===== src/rtl/router_pkg.sv =====
// Shared definitions for the router input controller: header layout,
// FSM states, defaults and the address-to-select helper.
package router_pkg;

  localparam int DATA_W_DEFAULT  = 8;
  localparam int TIMEOUT_DEFAULT = 30;
  localparam int NUM_PORTS       = 3;

  // Header byte is {length[7:2], addr[1:0]}
  localparam int ADDR_LSB = 0;
  localparam int ADDR_W   = 2;
  localparam int LEN_LSB  = 2;
  localparam int LEN_W    = 6;

  // Length counter is one bit wider so length+1 (payload plus parity) fits
  localparam int CNT_W = LEN_W + 1;

  localparam logic [ADDR_W-1:0] ADDR_INVALID = 2'd3;

  typedef enum logic [2:0] {
    DECODE,
    WAIT_EMPTY,
    LOAD_FIRST,
    LOAD_DATA,
    LOAD_PARITY,
    CHECK_PARITY,
    DROP
  } state_t;

  // One-hot FIFO select; the invalid address selects nothing
  function automatic logic [NUM_PORTS-1:0] addr_onehot(input logic [ADDR_W-1:0] addr);
    logic [NUM_PORTS-1:0] sel;
    case (addr)
      2'd0:    sel = 3'b001;
      2'd1:    sel = 3'b010;
      2'd2:    sel = 3'b100;
      default: sel = 3'b000;
    endcase
    return sel;
  endfunction

endpackage


===== src/rtl/router_softrst_timer.sv =====
// Per-FIFO watchdog: pulses soft_reset when a FIFO holding data has gone
// unread for TIMEOUT consecutive cycles.
module router_softrst_timer
  import router_pkg::*;
#(
  parameter int TIMEOUT = TIMEOUT_DEFAULT
) (
  input  logic clk,
  input  logic reset,
  input  logic vld,
  input  logic read,
  input  logic empty,
  output logic soft_reset
);

  localparam int CW = $clog2(TIMEOUT);
  localparam logic [CW-1:0] LAST = CW'(TIMEOUT - 1);
  localparam logic [CW-1:0] ONE  = CW'(1);

  logic [CW-1:0] count;

  // The pulse fires during the TIMEOUT-th unread cycle itself
  assign soft_reset = vld && !read && !empty && (count == LAST);

  // Count unread cycles; any read, drain or fired pulse restarts the window
  always_ff @(posedge clk or posedge reset) begin
    if (reset) begin
      count <= '0;
    end else if (read || empty || soft_reset) begin
      count <= '0;
    end else if (vld) begin
      count <= count + ONE;
    end
  end

endmodule


===== src/rtl/router_pkt_ctrl.sv =====
// Input-side controller of the 1x3 router: decodes the header, steers
// bytes into the selected FIFO, checks parity and supervises read timeouts.
module router_pkt_ctrl
  import router_pkg::*;
#(
  parameter int DATA_W  = DATA_W_DEFAULT,
  parameter int TIMEOUT = TIMEOUT_DEFAULT
) (
  input  logic                 clk,
  input  logic                 reset,
  input  logic                 pkt_valid,
  input  logic [DATA_W-1:0]    data_in,
  output logic                 busy,
  input  logic [NUM_PORTS-1:0] fifo_full,
  input  logic [NUM_PORTS-1:0] fifo_empty,
  input  logic [NUM_PORTS-1:0] read_enb,
  output logic [NUM_PORTS-1:0] write_enb,
  output logic                 lfd_state,
  output logic [DATA_W-1:0]    data_to_fifo,
  output logic [NUM_PORTS-1:0] vld_out,
  output logic [NUM_PORTS-1:0] soft_reset,
  output logic                 parity_err
);

  localparam logic [CNT_W-1:0] CNT_ONE = CNT_W'(1);

  state_t              state;
  logic [ADDR_W-1:0]   addr;
  logic [CNT_W-1:0]    cnt;
  logic [DATA_W-1:0]   par;
  logic [DATA_W-1:0]   hold;

  logic [ADDR_W-1:0]    hdr_addr;
  logic [CNT_W-1:0]     hdr_len;
  logic [NUM_PORTS-1:0] hdr_sel;
  logic [NUM_PORTS-1:0] sel;
  logic                 tgt_full;
  logic                 tgt_empty;
  logic                 tgt_srst;
  logic                 accept;

  assign hdr_addr  = data_in[ADDR_LSB +: ADDR_W];
  assign hdr_len   = {1'b0, data_in[LEN_LSB +: LEN_W]};
  assign hdr_sel   = addr_onehot(hdr_addr);
  assign sel       = addr_onehot(addr);
  assign tgt_full  = |(fifo_full & sel);
  assign tgt_empty = |(fifo_empty & sel);
  assign tgt_srst  = |(soft_reset & sel);
  assign accept    = pkt_valid && !busy;
  assign vld_out   = ~fifo_empty;

  genvar gi;
  generate
    for (gi = 0; gi < NUM_PORTS; gi++) begin : g_timer
      router_softrst_timer #(
        .TIMEOUT (TIMEOUT)
      ) u_timer (
        .clk        (clk),
        .reset      (reset),
        .vld        (vld_out[gi]),
        .read       (read_enb[gi]),
        .empty      (fifo_empty[gi]),
        .soft_reset (soft_reset[gi])
      );
    end
  endgenerate

  // Source stall and FIFO write strobes; writes happen in the accepting cycle.
  // A firing soft reset stalls the source so the abort never races a byte.
  always_comb begin
    busy         = 1'b0;
    write_enb    = '0;
    lfd_state    = 1'b0;
    data_to_fifo = '0;
    case (state)
      DECODE:       busy = 1'b0;
      WAIT_EMPTY:   busy = 1'b1;
      LOAD_FIRST: begin
        busy = 1'b1;
        if (!tgt_full) begin
          write_enb    = sel;
          lfd_state    = 1'b1;
          data_to_fifo = hold;
        end
      end
      LOAD_DATA, LOAD_PARITY: begin
        busy = tgt_full || tgt_srst;
        if (pkt_valid && !(tgt_full || tgt_srst)) begin
          write_enb    = sel;
          data_to_fifo = data_in;
        end
      end
      CHECK_PARITY: busy = 1'b1;
      DROP:         busy = 1'b0;
      default:      busy = 1'b0;
    endcase
  end

  // Packet sequencer: header decode, payload count, parity accumulate/check
  always_ff @(posedge clk or posedge reset) begin
    if (reset) begin
      state      <= DECODE;
      addr       <= '0;
      cnt        <= '0;
      par        <= '0;
      hold       <= '0;
      parity_err <= 1'b0;
    end else begin
      parity_err <= 1'b0;
      case (state)
        DECODE: begin
          if (accept) begin
            addr <= hdr_addr;
            cnt  <= hdr_len;
            par  <= data_in;
            hold <= data_in;
            if (hdr_addr == ADDR_INVALID) begin
              cnt   <= hdr_len + CNT_ONE;
              state <= DROP;
            end else if (|(fifo_empty & hdr_sel)) begin
              state <= LOAD_FIRST;
            end else begin
              state <= WAIT_EMPTY;
            end
          end
        end
        WAIT_EMPTY: begin
          if (tgt_empty) state <= LOAD_FIRST;
        end
        LOAD_FIRST: begin
          if (!tgt_full) state <= (cnt != '0) ? LOAD_DATA : LOAD_PARITY;
        end
        LOAD_DATA: begin
          if (tgt_srst) begin
            cnt   <= cnt + CNT_ONE;
            state <= DROP;
          end else if (accept) begin
            par <= par ^ data_in;
            cnt <= cnt - CNT_ONE;
            if (cnt == CNT_ONE) state <= LOAD_PARITY;
          end
        end
        LOAD_PARITY: begin
          if (tgt_srst) begin
            cnt   <= CNT_ONE;
            state <= DROP;
          end else if (accept) begin
            hold  <= data_in;
            state <= CHECK_PARITY;
          end
        end
        CHECK_PARITY: begin
          parity_err <= (par != hold);
          state      <= DECODE;
        end
        DROP: begin
          if (accept) begin
            cnt <= cnt - CNT_ONE;
            if (cnt <= CNT_ONE) state <= DECODE;
          end
        end
        default: state <= DECODE;
      endcase
    end
  end

endmodule

===== config.mk =====
export PLATFORM = sky130hd
export DESIGN_NAME = router_pkt_ctrl
export DESIGN_NICKNAME = d
export VERILOG_FILES = /design/src/rtl/router_pkg.sv /design/src/rtl/router_softrst_timer.sv /design/src/rtl/router_pkt_ctrl.sv
export SDC_FILE = /design/constraint.sdc
export NUM_CORES = 1
export LEC_CHECK = 0
export BUFFER_PORTS_ARGS = -buffer_cell sky130_fd_sc_hd__clkbuf_2
export CAP_MARGIN = 20
export CORE_MARGIN = 4
export CORE_UTILIZATION = 35
export CTS_CLUSTER_SIZE = 12
export DETAILED_ROUTE_END_ITERATION = 7
export HOLD_SLACK_MARGIN = 0.03
export SLEW_MARGIN = 20
export SYNTH_ARGS = -nofsm -noshare
export SYNTH_HDL_FRONTEND = slang
export SYNTH_SLANG_ARGS = --single-unit

===== constraint.sdc =====
create_clock -name clk -period 6.2 [get_ports clk]
set_clock_uncertainty 0.2 [all_clocks]
set_input_delay 0.62 -clock clk [delete_from_list [all_inputs] [get_ports clk]]
set_output_delay 0.62 -clock clk [all_outputs]
set_load 0.005 [all_outputs]

==> results of run 1 <==
-- power by group through the flow --
stage	Sequential, mW	Clock (mW)	Combinational, mW
after CTS	0.515	0.227	0.735
final	0.518	0.220	0.734
after global placement	0.520	0	0.724
after detailed placement	0.520	0	0.732
after global routing	0.534	0.241	0.817
after floorplan	0.435	0	0.658
-- metal layers --
metal / wire [um] / vias up / share of wire (%)
met1: 3410 / 1295 / 46
met3: 294 / 5 / 4.0
met2: 3620 / 56 / 49
met4: 65 / 0 / 0.88
li1: - / 1263 / -
met5: 0 / - / 0
-- worst min path at each step --
stage                                      startpoint                     endpoint  slack (ns)  depth (start not counted)
after CTS                                       reset                      hold[0]        0.26                          3
after global routing                            reset                      hold[0]        0.28                          3
after detailed placement  g_timer[2].u_timer.count[0]  g_timer[2].u_timer.count[0]        0.29                          1
after global placement    g_timer[0].u_timer.count[0]  g_timer[0].u_timer.count[0]        0.28                          1
final                                           reset                      hold[0]        0.23                          3
after floorplan           g_timer[2].u_timer.count[0]  g_timer[2].u_timer.count[0]        0.26                          1
-- through the flow --
stage / setup slack (ns) / cell area, sq um / instances
global placement: 2.82 / 3320 / 469
CTS: 2.49 / 3430 / 477
global route: 2.29 / 3430 / 477
finish: 2.52 / 3430 / 477
floorplan: 3.31 / 3130 / 344
detailed placement: 2.76 / 3320 / 469
-- worst register-to-register path: cells and delay by family, from the launching register on --
family | cells | cell delay (ns)
AO/OA/AOI/OAI | 1 | 0.07
AND/OR/NAND/NOR | 4 | 1.60
flip-flops | 1 | 0.66
multiplexers | 1 | 0.33
buffers and inverters | 1 | 0.24
-- flip-flops by register name (all words and copies together), names as in the netlist --
| name | count |
|---|---|
| addr | 2 |
| cnt | 7 |
| g_timer.u_timer.count | 15 |
| hold | 8 |
| par | 8 |
| parity_err | 1 |
| state | 3 |
-- Yosys cell counts, types with 10 or more instances --
master   number
a21oi_1      11
dfrtp_1      44
ha_1         10
inv_1        13
mux2_2       10
nand2_1      36
nand3_1      19
nor2_1       27
o21ai_0      16
xor2_1       26
-- cell type report --
cell class                      count  area, sq um
Sequential cell                    44         1100
Tap cell                          108          135
Timing Repair Buffer               40          203
Multi-Input combinational cell    264         1840
Fill cell                         887         5290
Inverter                           13         48.8
Clock buffer                        6         72.6
Clock inverter                      2         35.0
-- logic make-up after synthesis --
family,synth area share [%]
muxes,5.87
and+or+nand+nor,21.8
DFF,35.1
adders and majority gates,3.99
buffers and inverters,6.23
xor gates and xnor gates,9.50
AOI/OAI and AO/OA,17.5
-- layout by cell type (no fill, tap or decap), types with 3 or more instances in the layout --
cell type,n
a211oi_1,6
a21oi_1,11
a22o_1,8
and2_1,3
clkbuf_2,39
clkbuf_8,5
dfrtp_1,44
ha_1,10
inv_1,12
mux2_2,10
mux2i_1,6
nand2_1,36
nand3_1,19
nand4_1,5
nor2_1,27
nor2b_1,3
nor3_1,8
nor3_2,3
nor4_1,5
o21ai_0,16
o22ai_1,3
or3_1,3
xnor2_1,8
xor2_1,26
==> results.ini, run 1 <==
[critical_path]
crit_slowest_cell=a211oi_2
ff2ff_setup_slack_ns=2.99
critPathLaunch=g_timer[0].u_timer.count[0]
critPathCaptureType=output pin
r2r-start=state[2]
cp-start-kind=flip-flop
worst_ep_arrival_time_ns=2.86
critical_path_class=reg2out
cp_top_family=compound AO/OA/AOI/OAI gates
path_max_fanout=12
r2r.worst_path.cells=7
path_depth=8
critPathCapture=data_to_fifo[6]
cp_data_required_time_ns=5.38
crit_chain=ha_1 > nand4_1 > o22ai_2 > nor2_2 > nand2_1 > a211oi_2 > a22o_1 > clkbuf_2
critPathBufInv=1
cpPeakStageDelay_ns=0.61
rr_endpoint=state[1]

[power_and_ir_drop]
irDropWorstVdd_v=0.000200
p_sw_share_pct=44.7
power_leakage_nw=1.46
seqPwrFrac_pct=35.2
finalPower_mw=1.47
clkPwrFrac_pct=14.9
internal-power_mw=0.814
p_switching_mw=0.658
combPwrFrac_pct=49.9
power_density_nw_per_um2=429

[route]
ant_nets=0
via_per_inst=5.49
drt_iter0_markers=99
vias=2619
drc_errors=0
dr.pass1.iters=4
wire_per_inst_um=15.5
routed_wl_mm=7.39

[sta]
max_freq_ghz=0.272
setup_tns_ns=0
hold_violations=0
slew_viol_final=0
setup_viol=0
worst_pin_slew_ns=0.961
finalCritPeriodShare_pct=59.3
rsz0062_at_grt=false
min_period_ns=3.68
relSlewSlack_pct=35.7
holdWs_ns=0.228

[logic_synthesis]
synth_area_leaders=dfrtp_1, xor2_1, nand2_1, ha_1, mux2_2
yosysWarnings=0
synth_seq_area_share_pct=35.1
synth_cell_types=64
synthCells=344
async_flop_share_pct=100
yosysTopAreaCell=dfrtp_1
synth_seq_cells=44
synth_edf_count=0
yosys_most_used_dff=dfrtp_1
syn_area_per_cell_sq_um=9.11
synth_area_sq_um=3130
synth_top_area_share_pct=35.1
syn_nets=374

[die]
fp.dieW_um=103
design.die.area_sq_um=10500
fp-row-count=34
core_sq_um=8720
die_h_um=103
start_util_pct=35.9
io_pins=40

[grt]
grt-busiest-layer=met2
antenna_found_initial=0
first_global_vias=2510
grt_overflow=0
grt_pass1_wl_mm=12.4
grtUsageMet2_pct=24.4
grt_use_met3_pct=2.91
grt_usage_pct=14.9
use_met1_pct=20.0
grt_start_max_net_pins=45

[layout]
area_growth_pct=9.54
n_antenna_cell=0
nets=398
final_core_util_pct=39.4
drive_gt1_share_pct=20.6

[cts]
h-tree-depth=2
root_buffer=clkbuf_8
path_clk_slew_ns=0.09
cts_num_sinks=44
clkLatencyLatePin_ns=0.29
postCtsHoldBufs=0
clock_path_buffers=2
cts_tree=done
numCtsBuffers=5
cts_resized=0
cts_setup_buffers=0

[placement]
io_buffers=39
gp_congestion=0.822
dpl.hpwl_mm=5.45

[flow_run]
cap_viol_max_count=0

[worst_hold_path]
min_path_type=in2async

[outcome]
outcome=finished, final reports clean

Power figures use the tool's default switching activity.
==> inputs of run 2 (changes only) <==
==> constraint.sdc (replaced) <==
create_clock -name clk -period 3.2 [get_ports clk]
set_clock_uncertainty 0.2 [all_clocks]
set_input_delay 0.32 -clock clk [delete_from_list [all_inputs] [get_ports clk]]
set_output_delay 0.32 -clock clk [all_outputs]
set_load 0.005 [all_outputs]
==> run 2 against run 1 <==
  * Via count rose by 0.42%
  * Utilization rose by 1.1 points
  * First-iteration DRC count rose by 64%
  * Clock-buffer cell count fell by 1
  * Flip-flop and latch count did not move
  * Critical path depth did not move
  * Hold slack got worse by 0.095 ns
  * Largest power group unchanged
  * Worst setup slack got worse by 2.3 ns
  * Clock power rose by 140%
  * Sequential share of layout area fell by 0.88 points
==> results.ini, run 2 (synthesis results as in run 1) <==
[route]
wire_per_inst_um=16.0
via_per_inst=5.42
routed_wl_mm=7.77
vias=2630
dr.pass1.iters=5
ant_nets=0
drt_iter0_markers=162
drc_errors=0

[worst_hold_path]
min_path_type=in2reg
holdCritStartpoint=data_in[7]

[grt]
grt_start_max_net_pins=26
grt_pass1_wl_mm=13.5
antenna_found_initial=0
first_global_vias=2592
grt_overflow=0
grt_usage_pct=16.2

[layout]
final_common_cell=dfrtp_1
final_core_util_pct=40.5
drive_gt1_share_pct=22.3
n_antenna_cell=0
nets=407
regMostFlops=g_timer.u_timer.count
stdcell_count=485
area_growth_pct=12.6
top_regs=g_timer.u_timer.count x15, hold x8, par x8
mostFrequentLayoutCells=dfrtp_1, clkbuf_2, nand2_1
final_cell_area_sq_um=3530
largest_reg_flops=15

[placement]
dpl.hpwl_mm=5.69
gp_congestion=0.865
io_buffers=39
place_ws_ns=0.449
placed_area_sq_um=3380
dp_cells=477

[critical_path]
cp_top_family=simple AND/OR/NAND/NOR gates
worst_ep_arrival_time_ns=2.47
crit_slowest_cell=or4_1
ff2ff_setup_slack_ns=0.47
critPathBufInv=2
cp_data_required_time_ns=2.68
critPathLaunch=addr[1]
r2r-start=addr[0]
critPathCapture=data_to_fifo[0]
critical_path_class=reg2out
rr_endpoint=state[1]
path_depth=8
crit_chain=or4_1 > o22ai_2 > nor2_4 > nand2_1 > a211oi_2 > buf_4 > a22o_1 > clkbuf_2
path_max_fanout=12
cpPeakStageDelay_ns=0.56
r2r.worst_path.cells=7
cp-start-kind=flip-flop
critPathCaptureType=output pin

[die]
fp.dieW_um=103
die_h_um=103
core_sq_um=8720
fp-row-count=34
io_pins=40
design.die.area_sq_um=10500
start_util_pct=35.9

[sta]
min_period_ns=2.99
relSlewSlack_pct=50.4
finalCritPeriodShare_pct=93.3
rsz0062_at_grt=false
hold_violations=0
setup_viol=0
max_freq_ghz=0.335
holdWs_ns=0.133
setup_tns_ns=0
worst_pin_slew_ns=0.736
timing.final.ws_setup_ns=0.214
slew_viol_final=0

[power_and_ir_drop]
irDropWorstVdd_v=0.000308
finalPower_mw=3.03
power_leakage_nw=1.52
seqPwrFrac_pct=31.5
combPwrFrac_pct=51.3
clkPwrFrac_pct=17.2
internal-power_mw=1.71
p_switching_mw=1.32
power_density_nw_per_um2=860
p_sw_share_pct=43.5

[cts]
clock_path_buffers=2
h-tree-depth=2
path_clk_slew_ns=0.09
cts_num_sinks=44
root_buffer=clkbuf_8
cts_tree=done
cts_setup_buffers=0
clkLatencyLatePin_ns=0.31
numCtsBuffers=5

[outcome]
outcome=finished, final reports clean

[flow_run]
cap_viol_max_count=0

[run 2: cell types whose count changed in the layout (fill, tap and decap cells not counted)]
cell           before  now
buf_4               1    9
bufinv_16           1    2
clkbuf_1            1    0
clkinv_2            1    0
dlygate4sd3_1       0    1
nor2_2              2    1
nor2_4              0    1
o21ai_0            16   15
o21ai_1             2    3
[run 2: tightest hold or removal path, delay by kind of cell]
family	cells	cell delay [ns]
xor gates and xnor gates	1	0.06
and+or+nand+nor	1	0.09
buffers and inverters	1	0.14
[run 2: power groups by stage]
| stage | combinational (mW) | sequential, mW | clock [mW] |
|---|---|---|---|
| finish | 1.56 | 0.955 | 0.523 |
| global route | 1.75 | 0.989 | 0.550 |
| CTS | 1.56 | 0.950 | 0.533 |
| detailed placement | 1.54 | 0.961 | 0 |
| global placement | 1.54 | 0.960 | 0 |
| floorplan | 1.28 | 0.842 | 0 |
[run 2: layout make-up]
class,count,area [sq um]
Inverter,13,48.8
Tap cell,108,135
Sequential cell,44,1100
Clock inverter,2,60.1
Clock buffer,5,68.8
Multi-Input combinational cell,264,1840
Fill cell,854,5190
Timing Repair Buffer,49,273
[run 2: worst min-delay path by stage]
stage	end	slack (ns)	cells past startpoint
global route	par[7]	0.14	3
detailed placement	g_timer[1].u_timer.count[3]	0.17	2
finish	par[7]	0.13	3
floorplan	g_timer[2].u_timer.count[0]	0.26	1
global placement	state[1]	0.17	2
CTS	par[7]	0.13	3
[run 2: layer usage]
metal / share of wire [%] / global-route usage [%] / routed length, um
met2: 49 / 27.0 / 3820
met4: 1.8 / 4.74 / 137
met3: 3.8 / 2.50 / 293
met5: 0 / 0 / 0
met1: 45 / 21.7 / 3510
[run 2: what timing repair did]
item | in CTS | in global routing
hold buffers | 1 | 0
setup endpoints to repair | 0 | 11
gates resized for setup | 0 | 2
hold endpoints to repair | 19 | 0
